<file path="src/rtl/uart_rx_core.sv">
// UART receive front end: 2-flop synchronizer, 8N1 deframer with a mid-bit sampling
// counter, a one-entry valid/ready holding register, and sticky framing/overrun flags.
module uart_rx_core #(
    parameter int DIV_WIDTH = 16
) (
    input  logic                 clk,
    input  logic                 nReset,
    input  logic                 rx,
    input  logic                 en,
    input  logic [DIV_WIDTH-1:0] rate,
    input  logic                 err_clear,
    output logic [7:0]           data,
    output logic                 valid,
    input  logic                 ready,
    output logic                 frame_err,
    output logic                 overrun,
    output logic                 busy,
    output logic                 rts
);

    localparam logic [2:0] ST_IDLE  = 3'd0;
    localparam logic [2:0] ST_START = 3'd1;
    localparam logic [2:0] ST_DATA  = 3'd2;
    localparam logic [2:0] ST_STOP  = 3'd3;
    localparam logic [2:0] ST_BREAK = 3'd4;

    localparam logic [DIV_WIDTH-1:0] RATE_MIN = DIV_WIDTH'(32'd4);
    localparam logic [DIV_WIDTH-1:0] CNT_ONE  = DIV_WIDTH'(32'd1);
    localparam logic [DIV_WIDTH-1:0] CNT_ZERO = DIV_WIDTH'(32'd0);

    // A set event in the same cycle as a clear keeps the flag set.
    function automatic logic sticky_next(input logic cur, input logic set, input logic clr);
        sticky_next = set | (cur & ~clr);
    endfunction

    logic                 rx_meta_q;
    logic                 rx_s_q;
    logic                 rx_d_q;

    logic [2:0]           state_q,   state_d;
    logic [DIV_WIDTH-1:0] cnt_q,     cnt_d;
    logic [DIV_WIDTH-1:0] rate_l_q,  rate_l_d;
    logic [2:0]           bit_idx_q, bit_idx_d;
    logic [7:0]           shift_q,   shift_d;

    logic [7:0]           data_q,      data_d;
    logic                 valid_q,     valid_d;
    logic                 frame_err_q, frame_err_d;
    logic                 overrun_q,   overrun_d;
    logic                 busy_q,      busy_d;
    logic                 rts_q,       rts_d;

    logic                 fall_s;
    logic                 tick_s;
    logic [DIV_WIDTH-1:0] rate_eff_s;
    logic                 deliver_s;
    logic                 ferr_s;
    logic                 ovr_set_s;

    assign fall_s     = rx_d_q & ~rx_s_q;
    assign tick_s     = (cnt_q == CNT_ZERO);
    assign rate_eff_s = (rate < RATE_MIN) ? RATE_MIN : rate;

    // Synchronizer and edge-detect history; idle-high so reset never looks like a start.
    always_ff @(posedge clk or negedge nReset) begin
        if (!nReset) begin
            rx_meta_q <= 1'b1;
            rx_s_q    <= 1'b1;
            rx_d_q    <= 1'b1;
        end else begin
            rx_meta_q <= rx;
            rx_s_q    <= rx_meta_q;
            rx_d_q    <= rx_s_q;
        end
    end

    // Deframing FSM, bit-period counter and shift register next-state logic.
    always_comb begin
        state_d   = state_q;
        cnt_d     = cnt_q;
        rate_l_d  = rate_l_q;
        bit_idx_d = bit_idx_q;
        shift_d   = shift_q;
        deliver_s = 1'b0;
        ferr_s    = 1'b0;

        if (state_q != ST_IDLE) begin
            if (tick_s) begin
                cnt_d = rate_l_q - CNT_ONE;
            end else begin
                cnt_d = cnt_q - CNT_ONE;
            end
        end else begin
            cnt_d = cnt_q;
        end

        if (!en) begin
            state_d = ST_IDLE;
        end else begin
            case (state_q)
                ST_IDLE: begin
                    if (fall_s) begin
                        state_d  = ST_START;
                        rate_l_d = rate_eff_s;
                        cnt_d    = (rate_eff_s >> 1) - CNT_ONE;
                    end else begin
                        state_d = ST_IDLE;
                    end
                end
                ST_START: begin
                    if (tick_s) begin
                        if (!rx_s_q) begin
                            state_d   = ST_DATA;
                            bit_idx_d = 3'd0;
                        end else begin
                            state_d = ST_IDLE;
                        end
                    end else begin
                        state_d = ST_START;
                    end
                end
                ST_DATA: begin
                    if (tick_s) begin
                        shift_d   = {rx_s_q, shift_q[7:1]};
                        bit_idx_d = bit_idx_q + 3'd1;
                        if (bit_idx_q == 3'd7) begin
                            state_d = ST_STOP;
                        end else begin
                            state_d = ST_DATA;
                        end
                    end else begin
                        state_d = ST_DATA;
                    end
                end
                ST_STOP: begin
                    if (tick_s) begin
                        if (rx_s_q) begin
                            deliver_s = 1'b1;
                            state_d   = ST_IDLE;
                        end else begin
                            ferr_s  = 1'b1;
                            state_d = ST_BREAK;
                        end
                    end else begin
                        state_d = ST_STOP;
                    end
                end
                ST_BREAK: begin
                    if (rx_s_q) begin
                        state_d = ST_IDLE;
                    end else begin
                        state_d = ST_BREAK;
                    end
                end
                default: begin
                    state_d = ST_IDLE;
                end
            endcase
        end
    end

    // Holding register, handshake, sticky flags and status next-state logic.
    always_comb begin
        data_d    = data_q;
        valid_d   = valid_q;
        ovr_set_s = 1'b0;

        if (deliver_s) begin
            valid_d = 1'b1;
            if (valid_q && !ready) begin
                ovr_set_s = 1'b1;
            end else begin
                data_d = shift_q;
            end
        end else if (valid_q && ready) begin
            valid_d = 1'b0;
        end else begin
            valid_d = valid_q;
        end

        frame_err_d = sticky_next(frame_err_q, ferr_s, err_clear);
        overrun_d   = sticky_next(overrun_q, ovr_set_s, err_clear);
        busy_d      = (state_d != ST_IDLE);
        rts_d       = ~(en & ~valid_d);
    end

    // State and output registers.
    always_ff @(posedge clk or negedge nReset) begin
        if (!nReset) begin
            state_q     <= ST_IDLE;
            cnt_q       <= CNT_ZERO;
            rate_l_q    <= RATE_MIN;
            bit_idx_q   <= 3'd0;
            shift_q     <= 8'h00;
            data_q      <= 8'h00;
            valid_q     <= 1'b0;
            frame_err_q <= 1'b0;
            overrun_q   <= 1'b0;
            busy_q      <= 1'b0;
            rts_q       <= 1'b1;
        end else begin
            state_q     <= state_d;
            cnt_q       <= cnt_d;
            rate_l_q    <= rate_l_d;
            bit_idx_q   <= bit_idx_d;
            shift_q     <= shift_d;
            data_q      <= data_d;
            valid_q     <= valid_d;
            frame_err_q <= frame_err_d;
            overrun_q   <= overrun_d;
            busy_q      <= busy_d;
            rts_q       <= rts_d;
        end
    end

    assign data      = data_q;
    assign valid     = valid_q;
    assign frame_err = frame_err_q;
    assign overrun   = overrun_q;
    assign busy      = busy_q;
    assign rts       = rts_q;

endmodule

</file>
<file path="config.mk">
export PLATFORM = sky130hd
export DESIGN_NAME = uart_rx_core
export DESIGN_NICKNAME = d
export VERILOG_FILES = /design/src/rtl/uart_rx_core.sv
export SDC_FILE = /design/constraint.sdc
export NUM_CORES = 1
export LEC_CHECK = 0
export BUFFER_PORTS_ARGS = -buffer_cell sky130_fd_sc_hd__clkbuf_2
export CORE_MARGIN = 1.5
export CORE_UTILIZATION = 62
export DETAILED_ROUTE_END_ITERATION = 16
export GPL_TIMING_DRIVEN = 0
export PLACE_DENSITY_LB_ADDON = 0.1
export SYNTH_ARGS = -nofsm -noshare
export SYNTH_HDL_FRONTEND = slang
export SYNTH_SLANG_ARGS = --single-unit
export TNS_END_PERCENT = 100
</file>
<file path="constraint.sdc">
create_clock -name clk -period 6.3 [get_ports clk]
set_input_delay 1.26 -clock clk [delete_from_list [all_inputs] [get_ports clk]]
set_output_delay 1.26 -clock clk [all_outputs]
set_load 0.02 [all_outputs]
</file>
# [After elaboration in Yosys (flattened, before gate mapping)]
# Cells that the tools add are included.
[totals] ff_bits=62 word_cells=81 out_inout_bits=13
[classes] n_bitwise=11 addsub=4 mux=31 eq_ne=8 n_lt_le_gt_ge=1 reduce_logical=12
[ops] op="16-bit 2-to-1 mux" count=6
[ops] op="16-bit by 1-bit subtractor with 16-bit output (second input constant)" count=2
[ops] op="3-bit 2-to-1 mux" count=8
[ops] op="16-bit zero test" count=1
[ops] op="16-bit by 3-bit less-than comparator with 1-bit output (second input constant)" count=1
[ops] op="15-bit by 1-bit subtractor with 16-bit output (second input constant)" count=1
[ops] op="3-bit case mux with 5 select lines" count=1
[ops] op="1-bit 2-to-1 mux" count=14
[ops] op="3-bit by 2-bit equality test with 1-bit output (second input constant)" count=2
[ops] op="3-bit equality test (second input constant)" count=2
[ops] op="2-bit != test (second input constant)" count=3
[ops] op="3-bit case mux with 2 select lines" count=1
[ops] op="3-bit AND reduction" count=2
[ops] op="3-bit nonzero test" count=2
[ops] op="1-bit NOT" count=5
[ops] op="5-bit AND reduction" count=1
[ops] op="1-bit bitwise AND" count=4
[ops] op="3-bit by 1-bit adder with 3-bit output (second input constant)" count=1
[ops] op="3-bit by 1-bit equality test with 1-bit output (second input constant)" count=1
[ops] op="3-bit zero test" count=1
[ops] op="1-bit logical AND" count=2
[ops] op="2-bit 2-to-1 mux" count=1
[ops] op="1-bit OR" count=2
[ops] op="2-bit AND reduction" count=1
[ops] op="2 further kinds" count=2

# [Depth between registers and ports, before layout]
# Gate-level depths: netlist (run 1).
[logic_depth] ltp_word=8 mapped_depth=11 mapped_depth_nobuf=10

# [Least setup slack after synthesis (run 1)]
# OpenSTA, ideal clock, no wires.
[synth_timing] path_kind="in2reg" start="input port rate[11]" end="register cnt_q[8]" stages=9 setup_slack_ns=3.135 n_path_buf=0 arrival_ns=3.082 t_required_ns=6.217 path_cell_list="or3_1 > nor3_1 > nand2_1 > o21ai_1 > ha_1 > nand2_1 > xor2_1 > a211o_1 > o21ai_0"
[synth_between] elab_chain_len=6
[synth_lines] item="start, declared" line="10" rtl="input logic [DIV_WIDTH-1:0] rate,"
[synth_lines] item="16-bit by 3-bit less-than comparator with 1-bit output" line="62" rtl="assign rate_eff_s = (rate < RATE_MIN) ? RATE_MIN : rate;"
[synth_lines] item="16-bit 2-to-1 mux" line="62"
[synth_lines] item="15-bit by 1-bit subtractor with 16-bit output" line="105" rtl="cnt_d = (rate_eff_s >> 1) - CNT_ONE;"
[synth_lines] item="16-bit 2-to-1 mux" line="102" rtl="if (fall_s) begin"
[synth_lines] item="16-bit 2-to-1 mux" line="100" rtl="case (state_q)"
[synth_lines] item="16-bit 2-to-1 mux" line="97" rtl="if (!en) begin"
[synth_lines] item="net cnt_d[8]" line="41" rtl="logic [DIV_WIDTH-1:0] cnt_q, cnt_d;"
[synth_lines] item="end signal, assigned" line="203" rtl="cnt_q <= cnt_d;"
[synth_lines] item="end, declared" line="41"
# The timed path passes the listed nets, and every way through them passes these cells.
# A chain may end at the register's enable or synchronous reset.

# [Worst setup path in the final report (run 1)]
[layout_timing] start="input port rate[14]" end="register cnt_q[6]"
# The elaborated chain is that of the path after synthesis.

==> results of run 1 <==
==> worst max-delay path: stages <==
cell      delay, ns
clkbuf_2       0.11
or3_1          0.42
nor3_1         0.59
nand2_1        0.16
o21ai_1        0.31
ha_1           0.30
nand3b_1       0.13
xor2_1         0.17
a21oi_1        0.08
a31oi_1        0.16
o21ai_0        0.09
==> power by group <==
group,internal (mW),switching (mW)
Clock,0.181,0.161
Sequential,0.456,0.0813
Combinational,0.107,0.141
Total,0.744,0.383
==> synthesized netlist by cell type, types with 5 or more instances <==
cell / instances
nand3_1: 10
xnor2_1: 6
o211ai_1: 7
nor2_1: 27
ha_1: 5
nor3_1: 22
mux2_2: 13
a31oi_1: 6
nand2_1: 47
a21oi_1: 18
o21ai_0: 17
dfrtp_1: 57
nand4_1: 9
xor2_1: 7
dfstp_2: 5
clkbuf_1: 10
mux2_1: 8
nand3b_1: 5
or3_1: 13
==> worst min path at each step <==
stage,start,to,cells past startpoint,slack [ns]
after floorplan,rx_meta_q$_DFF_PN1_,rx_s_q$_DFF_PN1_,0,0.35
after global placement,rx_meta_q$_DFF_PN1_,rx_s_q$_DFF_PN1_,0,0.35
after detailed placement,rx_meta_q$_DFF_PN1_,rx_s_q$_DFF_PN1_,0,0.35
after CTS,rx_meta_q$_DFF_PN1_,rx_s_q$_DFF_PN1_,0,0.36
after global routing,rx_meta_q$_DFF_PN1_,rx_s_q$_DFF_PN1_,0,0.37
final,rx_meta_q$_DFF_PN1_,rx_s_q$_DFF_PN1_,0,0.36
==> flip-flops by register name (all words and copies together), names as in the netlist <==
register,count
bit_idx_q,3
busy,1
cnt_q,16
data,8
frame_err,1
overrun,1
rate_l_q,16
rts,1
rx_d_q,1
rx_meta_q,1
rx_s_q,1
shift_q,8
state_q,3
valid,1
==> routing by layer <==
| layer | global-route usage, % | up-vias |
|---|---|---|
| met2 | 43.6 | 141 |
| met3 | 6.09 | 21 |
| met5 | 0 | - |
| li1 | - | 1452 |
| met4 | 13.3 | 0 |
| met1 | 44.6 | 1541 |
==> final cells by class <==
type,count,share of cell area (%)
Sequential cell,62,38.8
Clock buffer,10,3.18
Clock inverter,6,1.56
Timing Repair Buffer,34,4.30
Tap cell,72,2.24
Inverter,2,0.187
Buffer,17,2.30
Multi-Input combinational cell,288,47.5
==> kinds of logic (layout without fill, tap and decap cells) <==
group	Yosys count	in the layout	share of synthesized area (%)
AOI/OAI and AO/OA	84	84	15.8
xor gates and xnor gates	13	13	3.19
adders and majority gates	5	5	1.75
buffers and inverters	19	69	2.81
DFF	62	62	43.7
muxes	25	25	7.75
and+or+nand+nor	161	161	25.0
==> per-stage QoR <==
stage | utilization [%] | area (sq um)
CTS | 72.5 | 4020
finish | 72.5 | 4020
global placement | 69.1 | 3830
global route | 72.5 | 4020
detailed placement | 69.1 | 3830
floorplan | - | 3570
==> out/metrics.yaml, run 1 <==
timing:
  timing.slew.headroom_pct: 39.3
  grt_setup_unrepaired: "no"
  layout_worst_path_cycle_share_pct: 57.1
  fin_tns_setup_ns: 0
  fmax_mhz: 278
  worst_hold_slack_ns: 0.358
  finalSetupViolations: 0
  slew_violations: 0
  finalClockSkew_ns: 0.0148
  post-route-min-period_ns: 3.60
  final-hold-violation-count: 0
  worst_pin_slew_ns: 0.903
  worst_slack_ns: 2.70
grt:
  vias_in_the_first_global_route: 2844
  grt_start_max_net_pins: 63
  grt_first_pass_wirelength_mm: 14.2
  grt_remaining_overflow: 0
  grt_usage_pct: 30.4
  grt_antenna_before_repair: 0
worst_hold_path:
  hold_path_class: "reg2reg"
drt:
  met2_wirelength_mm: 4.11
  detail_route.wl_per_cell_um: 18.1
  totalWireLength_mm: 8.90
  post-route-drc-count: 0
  route.detailed.vias_per_inst: 6.43
  wl_met3_um: 535
  drt-met1-wl_mm: 4.04
  drtPass1Iterations: 5
  final_antenna_net_count: 0
  via_count: 3155
  top_signal_layer_used: "met4"
  drt-initial-drc-count: 454
synthesis:
  synth_flop_cell: "dfrtp_1"
  synth.largest_area_cell: "dfrtp_1"
  synth_edf_count: 0
  synth.avg_cell_area_sq_um: 9.66
  yosysSeqAreaShare_pct: 43.7
  async_s_r_ff_share_synth_pct: 100
  synth_area_leaders: "dfrtp_1, nand2_1, mux2_2"
  syn-num-nets: 396
  synth_cells: 369
  synth.ff_latch_count: 62
  synth_warnings: 0
  synth_cell_types: 63
  netlist_area_sq_um: 3570
  synthDominantCellAreaShare_pct: 40.0
layout:
  final_cell_mix: "dfrtp_1, nand2_1, clkbuf_2"
  multi_input_comb_area_sq_um: 1910
  antenna_cells: 0
  final_common_cell: "dfrtp_1"
  post_route_cells_drive_above_1_share_pct: 22.0
  layout.area.seq_sq_um: 1560
  area_growth_pct: 12.7
  design.final.nets: 441
  instances_no_fill: 491
  layout.filler_cells: 444
critical_path:
  worst_setup_path_endpoint: "cnt_q[6]$_DFF_PN0_"
  worst-setup-path-type: "in2reg"
  endpoint_kind: "flop"
  worst_setup_path_startpoint: "rate[14]"
  crit_required_ns: 6.49
  r2r.worst_path.cells: 11
  critical_path.reg2reg.startpoint: "cnt_q[3]$_DFF_PN0_"
  reg2reg_slack_ns: 3.53
  cp_max_fo: 5
  kind_of_launch_point_of_the_worst_setup_path: "primary input"
  timing.rr.end: "cnt_q[8]$_DFF_PN0_"
  cp_data_arrival_time_ns: 3.79
cts:
  holdBufCountCts: 0
  deepest_clock_path_buffer_count: 2
  cts.repair_timing.setup_buffer_count: 0
  cts_resized: 0
  clk_pin_slew_worst_paths_ns: 0.07
  tritoncts.num_buffers: 9
  clock_tree.htree_level_count: 3
  clkSinkCount: 62
  clock_tree_from_tritoncts: "built"
  clock_insertion_delay_at_the_later_pin_of_the_skew_report_ns: 0.35
  cts.root.buffer_cell: "clkbuf_8"
floorplanning:
  ports_placed_on_the_boundary: 35
  die_x_um: 78.8
  fp.dieArea_sq_um: 6220
  initial_core_util_pct: 64.4
  std_cell_rows: 27
  coreArea_sq_um: 5540
  die_y_um: 78.8
placed_design:
  buffer_ports.inserted: 34
  placement.setup.worst_slack_ns: 2.49
  hpwl_mm: 6.24
  routabilityCongestion: 1.01
  numPlacedInstances: 475
power_and_ir_drop:
  power_density_nw_per_um2: 280
  max-vdd-ir-drop_v: 0.000207
  leakage_nw: 1.72
  power_mw: 1.13
job:
  reported_max_cap_violation_count: 0
outcome:
  run_status: "finished, final reports clean"
Note: power is estimated with default switching activity, not from simulation.
==> inputs of run 2 (changes only) <==
--- a/config.mk
+++ b/config.mk
@@ -7,7 +7,7 @@
 export LEC_CHECK = 0
 export BUFFER_PORTS_ARGS = -buffer_cell sky130_fd_sc_hd__clkbuf_2
 export CORE_MARGIN = 1.5
-export CORE_UTILIZATION = 62
+export CORE_UTILIZATION = 59
 export DETAILED_ROUTE_END_ITERATION = 16
 export GPL_TIMING_DRIVEN = 0
 export PLACE_DENSITY_LB_ADDON = 0.1
==> constraint.sdc (replaced) <==
create_clock -name clk -period 3.6 [get_ports clk]
set_input_delay 0.72 -clock clk [delete_from_list [all_inputs] [get_ports clk]]
set_output_delay 0.72 -clock clk [all_outputs]
set_load 0.02 [all_outputs]
==> run 2 against run 1 <==
Effect of this change: total power grew 85%; sequential share of layout area shrank 0.38 points; highest routed layer unchanged; combinational power grew 75%; critical endpoint unchanged.
==> out/metrics.yaml, run 2 (synthesis results as in run 1) <==
critical_path:
  crit_required_ns: 3.80  # -2.69 ns
  cp_num_buf_inv: 1  # unchanged
  worst-setup-path-type: "in2reg"
  path_depth: 11  # unchanged
  r2r.worst_path.cells: 11  # unchanged
  endpoint_kind: "flop"
  worst_setup_path_endpoint: "cnt_q[6]$_DFF_PN0_"
  timing.rr.end: "cnt_q[8]$_DFF_PN0_"
  worst_setup_path_startpoint: "rate[11]"
  timing.critical_path.cells: "clkbuf_2 -> or3_1 -> nor3_1 -> nand2_1 -> o21ai_1 -> ha_1 -> nand3b_1 -> xor2_1 -> a21oi_1 -> a31oi_1 -> o21ai_0"
  timing.critical_path.slowest_cell_delay_ns: 0.61  # +0.02 ns
  reg2reg_slack_ns: 0.89  # -2.64 ns
  cp_max_fo: 5  # unchanged
  crit_slowest_cell: "nor3_1"
  critPathTopFamily: "simple AND/OR/NAND/NOR gates"
  kind_of_launch_point_of_the_worst_setup_path: "primary input"
  critical_path.reg2reg.startpoint: "cnt_q[3]$_DFF_PN0_"
  cp_data_arrival_time_ns: 3.21  # -0.58 ns
job:
  reported_max_cap_violation_count: 0  # unchanged
placed_design:
  buffer_ports.inserted: 34  # unchanged
  postPlaceCellArea_sq_um: 3830  # about the same
  hpwl_mm: 6.10  # -2.2%
  numPlacedInstances: 478  # +0.63%
  routabilityCongestion: 0.914  # -9.2%
power_and_ir_drop:
  seq_power_share_pct: 45.0  # -2.7 points
  leakage_nw: 1.75  # +1.3%
  power.share.switching_pct: 32.1  # -1.8 points
  p_int_mw: 1.41  # +90%
  clkPwrFrac_pct: 34.2  # +3.8 points
  power_switching_mw: 0.669  # +75%
  power_density_nw_per_um2: 513  # +83%
  power_mw: 2.08  # +85%
  combPwrFrac_pct: 20.8  # -1.1 points
  max-vdd-ir-drop_v: 0.000378  # +82%
timing:
  layout_worst_path_cycle_share_pct: 83.7
  timing.slew.headroom_pct: 38.1  # -1.3 points
  worst_pin_slew_ns: 0.922  # +0.0187 ns
  slew_violations: 0  # unchanged
  post-route-min-period_ns: 3.01
  finalSetupViolations: 0  # unchanged
  grt_setup_unrepaired: "no"
  fmax_mhz: 332
  fin_tns_setup_ns: 0  # unchanged
  finalClockSkew_ns: 0.00648  # -0.00833 ns
  final-hold-violation-count: 0  # unchanged
grt:
  grt_usage_pct: 28.9  # -1.4 points
  grt_antenna_before_repair: 0  # unchanged
  grt_remaining_overflow: 0  # unchanged
  vias_in_the_first_global_route: 2891  # +1.7%
  grt_start_max_net_pins: 63  # unchanged
  grt_first_pass_wirelength_mm: 14.0  # -1.8%
layout:
  post_route_cells_drive_above_1_share_pct: 21.7  # -0.24 points
  instances_no_fill: 494  # +0.61%
  design.final.nets: 441  # unchanged
  area_growth_pct: 13.8
  fin_area_sq_um: 4060  # +1.0%
  antenna_cells: 0  # unchanged
  final_common_cell: "dfrtp_1"
  top_regs: "cnt_q (16), rate_l_q (16)"
  final_cell_mix: "dfrtp_1, nand2_1, clkbuf_2"
drt:
  drtPass1Iterations: 6  # +1
  final_antenna_net_count: 0  # unchanged
  route.detailed.vias_per_inst: 6.34  # -1.3%
  post-route-drc-count: 0  # unchanged
  via_count: 3132  # -0.73%
  totalWireLength_mm: 8.62  # -3.1%
  detail_route.wl_per_cell_um: 17.5  # -3.7%
  drt-initial-drc-count: 253  # -44%
floorplanning:
  ports_placed_on_the_boundary: 35  # unchanged
  std_cell_rows: 28  # +3.7%
  die_y_um: 80.7  # +2.4%
  initial_core_util_pct: 60.6  # -3.8 points
  die_x_um: 80.7  # +2.4%
  coreArea_sq_um: 5890  # +6.2%
  fp.dieArea_sq_um: 6520  # +4.9%
cts:
  clock_tree.htree_level_count: 3  # unchanged
  deepest_clock_path_buffer_count: 2  # unchanged
  holdBufCountCts: 0  # unchanged
  clkSinkCount: 62  # unchanged
  cts.root.buffer_cell: "clkbuf_8"
  clk_pin_slew_worst_paths_ns: 0.07  # about the same
  cts_resized: 0  # unchanged
  tritoncts.num_buffers: 9  # unchanged
  clock_insertion_delay_at_the_later_pin_of_the_skew_report_ns: 0.34  # about the same
  cts.repair_timing.setup_buffer_count: 0  # unchanged
  clock_tree_from_tritoncts: "built"
worst_hold_path:
  hold_path_class: "reg2reg"
outcome:
  run_status: "finished, final reports clean"
## run 2: changes by cell type in the layout (fill, tap and decap cells not counted)
cell	previous run	this run
clkbuf_8	9	11
clkinv_2	2	0
clkinvlp_4	3	1
bufinv_16	1	2
clkbuf_1	11	12
## run 2: how the worst min path moves through the flow
stage | start | end | slack, ns | cells past startpoint
final | rx_meta_q$_DFF_PN1_ | rx_s_q$_DFF_PN1_ | 0.36 | 0
after floorplan | rx_meta_q$_DFF_PN1_ | rx_s_q$_DFF_PN1_ | 0.35 | 0
after global routing | rx_meta_q$_DFF_PN1_ | rx_s_q$_DFF_PN1_ | 0.37 | 0
after detailed placement | rx_meta_q$_DFF_PN1_ | rx_s_q$_DFF_PN1_ | 0.35 | 0
after global placement | rx_meta_q$_DFF_PN1_ | rx_s_q$_DFF_PN1_ | 0.35 | 0
after CTS | rx_meta_q$_DFF_PN1_ | rx_s_q$_DFF_PN1_ | 0.36 | 0
## run 2: metal layers
metal | GRT usage, % | vias to the layer above | part of all wire [%]
met3 | 4.61 | 28 | 6.5
met5 | 0 | - | 0
li1 | - | 1454 | -
met1 | 41.5 | 1505 | 45
met2 | 41.7 | 145 | 46
met4 | 16.2 | 0 | 3.0
## run 2: power by group through the flow
stage	clock (mW)	combinational, mW	sequential, mW
global route	0.749	0.480	0.951
detailed placement	0	0.425	0.945
finish	0.713	0.432	0.937
floorplan	0	0.322	0.907
global placement	0	0.416	0.942
CTS	0.717	0.426	0.932
## run 2: metrics by stage
stage	setup WS (ns)	hold slack [ns]	utilization, %
detailed placement	0.315	0.348	65.1
global placement	0.286	0.348	65.1
global route	0.373	0.367	69.0
floorplan	0.975	0.345	-
CTS	0.656	0.360	69.0
finish	0.587	0.359	69.0
## run 2: cell type report
| cell class | instances | area (sq um) |
|---|---|---|
| plain buffers | 17 | 92.6 |
| clock buffers | 13 | 159 |
| clock inverters | 3 | 67.6 |
| fillers | 468 | 1830 |
| inverters | 2 | 7.51 |
| multi-input cells | 288 | 1910 |
| flip-flops and latches | 62 | 1560 |
| well taps | 75 | 93.8 |
| repair buffers | 34 | 173 |
==> inputs of run 3 (changes only) <==
--- a/config.mk
+++ b/config.mk
@@ -5,9 +5,10 @@
 export SDC_FILE = /design/constraint.sdc
 export NUM_CORES = 1
 export LEC_CHECK = 0
+export ABC_AREA = 1
 export BUFFER_PORTS_ARGS = -buffer_cell sky130_fd_sc_hd__clkbuf_2
 export CORE_MARGIN = 1.5
-export CORE_UTILIZATION = 59
+export CORE_UTILIZATION = 60
 export DETAILED_ROUTE_END_ITERATION = 16
 export GPL_TIMING_DRIVEN = 0
 export PLACE_DENSITY_LB_ADDON = 0.1
==> constraint.sdc (replaced) <==
create_clock -name clk -period 2.8 [get_ports clk]
set_input_delay 0.56 -clock clk [delete_from_list [all_inputs] [get_ports clk]]
set_output_delay 0.56 -clock clk [all_outputs]
set_load 0.02 [all_outputs]
==> run 3 against run 2 <==
Effect of this change: via count up 16%; die area up 2.5%; worst setup slack worse by 0.29 ns; non-clock buffer count down 7; clock skew up 0.00093 ns; critical endpoint is now cnt_q[12]$_DFF_PN0_; largest power group unchanged.
==> out/metrics.yaml, run 3 <==
critical_path:
  cp_num_buf_inv: 4  # +3
  reg2reg_slack_ns: 0.30  # -0.59 ns
  worst-setup-path-type: "in2reg"
  crit_slowest_cell: "nor4_2"
  critical-path-top-cell-by-count: "nand2_1"
  timing.critical_path.cells: "clkbuf_2 -> inv_1 -> nand2_1 -> nor2_1 -> nand3_1 -> inv_1 -> nor2_1 -> inv_1 -> ha_1 -> nand2_1 -> nor4_2 -> nand4_1 -> nand2_1 -> nand2_1 -> o22ai_1 -> nand2_1 -> nand2_1"
  timing.critical_path.slowest_cell_delay_ns: 0.35  # -0.26 ns
  critPathTopFamily: "simple AND/OR/NAND/NOR gates"
  timing.rr.end: "cnt_q[10]$_DFF_PN0_"
  r2r.worst_path.cells: 15  # +4
  crit_required_ns: 3.09  # -0.71 ns
  critical_path.reg2reg.startpoint: "cnt_q[15]$_DFF_PN0_"
  cp_data_arrival_time_ns: 2.79  # -0.42 ns
  endpoint_kind: "flop"
  cp_max_fo: 4  # -1
  kind_of_launch_point_of_the_worst_setup_path: "primary input"
grt:
  vias_in_the_first_global_route: 3151  # +9.0%
  grt_start_max_net_pins: 63  # unchanged
  grt_usage_pct: 30.3  # +1.4 points
  grt_remaining_overflow: 0  # unchanged
  grt_antenna_before_repair: 0  # unchanged
  grt_first_pass_wirelength_mm: 14.9  # +6.3%
timing:
  worst_pin_slew_ns: 0.820  # -0.101 ns
  finalClockSkew_ns: 0.00741  # +0.000927 ns
  finalSetupViolations: 0  # unchanged
  grt_setup_unrepaired: "no"
  worst_slack_ns: 0.293  # -0.293 ns
  slew_violations: 0  # unchanged
  post-route-min-period_ns: 2.51
  final-hold-violation-count: 0  # unchanged
  timing.slew.headroom_pct: 45.3  # +7.2 points
  fmax_mhz: 399
  layout_worst_path_cycle_share_pct: 89.5
drt:
  route.detailed.vias_per_inst: 5.68  # -10%
  drt-initial-drc-count: 311  # +23%
  post-route-drc-count: 0  # unchanged
  totalWireLength_mm: 9.41  # +9.1%
  drtPass1Iterations: 5  # -1
  via_count: 3620  # +16%
  detail_route.wl_per_cell_um: 14.8  # -15%
  final_antenna_net_count: 0  # unchanged
placed_design:
  placement.setup.worst_slack_ns: -0.119  # -0.434 ns
  buffer_ports.inserted: 34  # unchanged
  hpwl_mm: 6.88  # +13%
  routabilityCongestion: 0.964  # +5.5%
floorplanning:
  std_cell_rows: 28  # unchanged
  fp.dieArea_sq_um: 6680  # +2.5%
  ports_placed_on_the_boundary: 35  # unchanged
  coreArea_sq_um: 5960  # +1.2%
  initial_core_util_pct: 62.4  # +1.9 points
  die_y_um: 81.7  # +1.2%
  die_x_um: 81.7  # +1.2%
power_and_ir_drop:
  leakage_nw: 2.18  # +25%
  max-vdd-ir-drop_v: 0.000431  # +14%
  power_density_nw_per_um2: 609  # +19%
synthesis:
  yosysMostFrequentCell: "nand2_1"
  synth.largest_area_cell: "dfrtp_1"
  yosysSeqAreaShare_pct: 41.9  # -1.8 points
  netlist_area_sq_um: 3720  # +4.3%
  synth_area_leaders: "dfrtp_1, nand2_1, inv_1"
  synth_warnings: 0  # unchanged
  synth_cells: 512  # +39%
  synth_cell_types: 39  # -38%
  synth.avg_cell_area_sq_um: 7.26  # -25%
  synth_flop_cell: "dfrtp_1"
  synth_edf_count: 0  # unchanged
  synth.ff_latch_count: 62  # unchanged
  synthDominantCellAreaShare_pct: 38.4  # -1.6 points
  async_s_r_ff_share_synth_pct: 100  # unchanged
  synth.cells.most_frequent: "nand2_1, inv_1, dfrtp_1, nor2_1, nand3_1"
  syn-num-nets: 539  # +36%
layout:
  design.final.nets: 584  # +32%
  postLayoutCoreUtil_pct: 70.9  # +1.9 points
  antenna_cells: 0  # unchanged
  post_route_cells_drive_above_1_share_pct: 15.8  # -5.9 points
  top_regs: "cnt_q (16), rate_l_q (16)"
  area_growth_pct: 13.6
  final_common_cell: "nand2_1"
  final_cell_mix: "nand2_1, inv_1, nor2_1, dfrtp_1, nand3_1"
worst_hold_path:
  hold_start: "rx"
  timing.hold.worst_path_depth: 1  # +1
  hold_path_class: "in2reg"
  worst_hold_end: "rx_meta_q$_DFF_PN1_"
cts:
  deepest_clock_path_buffer_count: 2  # unchanged
  clk_pin_slew_worst_paths_ns: 0.07  # about the same
  cts.root.buffer_cell: "clkbuf_8"
  tritoncts.num_buffers: 9  # unchanged
  clkSinkCount: 62  # unchanged
  clock_tree.htree_level_count: 3  # unchanged
  cts.repair_timing.setup_buffer_count: 0  # unchanged
  clock_tree_from_tritoncts: "built"
  clock_insertion_delay_at_the_later_pin_of_the_skew_report_ns: 0.35  # about the same
job:
  reported_max_cap_violation_count: 0  # unchanged
outcome:
  run_status: "finished, final reports clean"
-- run 3: worst max-delay path by stage --
stage,start,endpoint,slack (ns),depth (start not counted)
finish,rate[7],cnt_q[12]$_DFF_PN0_,0.29,17
global route,rate[7],cnt_q[12]$_DFF_PN0_,0.01,17
CTS,rate[7],cnt_q[12]$_DFF_PN0_,0.19,17
detailed placement,rate[7],cnt_q[12]$_DFF_PN0_,-0.12,17
global placement,rate[7],cnt_q[12]$_DFF_PN0_,-0.06,17
floorplan,rate[7],cnt_q[12]$_DFF_PN0_,0.53,16
-- run 3: per-stage QoR --
stage	hold WS, ns	total power, mW	TNS, ns	area [sq um]	instances
4_1_cts	0.284	2.57	0	4220	637
3_5_place_dp	0.349	1.66	-0.119	3990	621
6_report	0.288	2.57	0	4220	637
3_3_place_gp	0.346	1.64	-0.0576	3980	621
2_1_floorplan	0.264	1.50	0	3720	512
5_1_grt	0.284	2.70	0	4220	637
-- run 3: cell type report --
cell class	instances	area, sq um
Multi-Input combinational cell	373	1860
Sequential cell	62	1560
Buffer	10	57.6
Clock inverter	6	93.8
Tap cell	75	93.8
Fill cell	530	1730
Timing Repair Buffer	34	173
Inverter	67	251
Clock buffer	10	138
-- run 3: metal layers --
metal,track usage [%],part of all wire [%],up-vias
li1,-,-,1740
met1,41.5,42,1698
met2,47.7,48,165
met3,5.33,8.0,17
met4,11.9,1.7,0
met5,0,0,-
-- run 3: power by group --
part           total, mW  switching, mW  internal, mW
Sequential          1.09         0.0844          1.01
Clock              0.915          0.384         0.531
Combinational      0.566          0.372         0.194
-- run 3: logic make-up (layout without fill, tap and decap cells) --
logic type | after synthesis | in the layout | share of synthesized area [%]
mux | 1 | 1 | 0.303
xor+xnor | 5 | 5 | 1.18
fa+ha+maj | 5 | 5 | 1.68
buf+inv | 77 | 127 | 8.31
simple gates | 287 | 287 | 35.2
flops | 62 | 62 | 41.9
compound gates | 75 | 75 | 11.5
-- run 3: timing repair --
item                       CTS  global route
gates resized for setup      0             1
hold buffers                 0             0
setup endpoints to repair    0             1
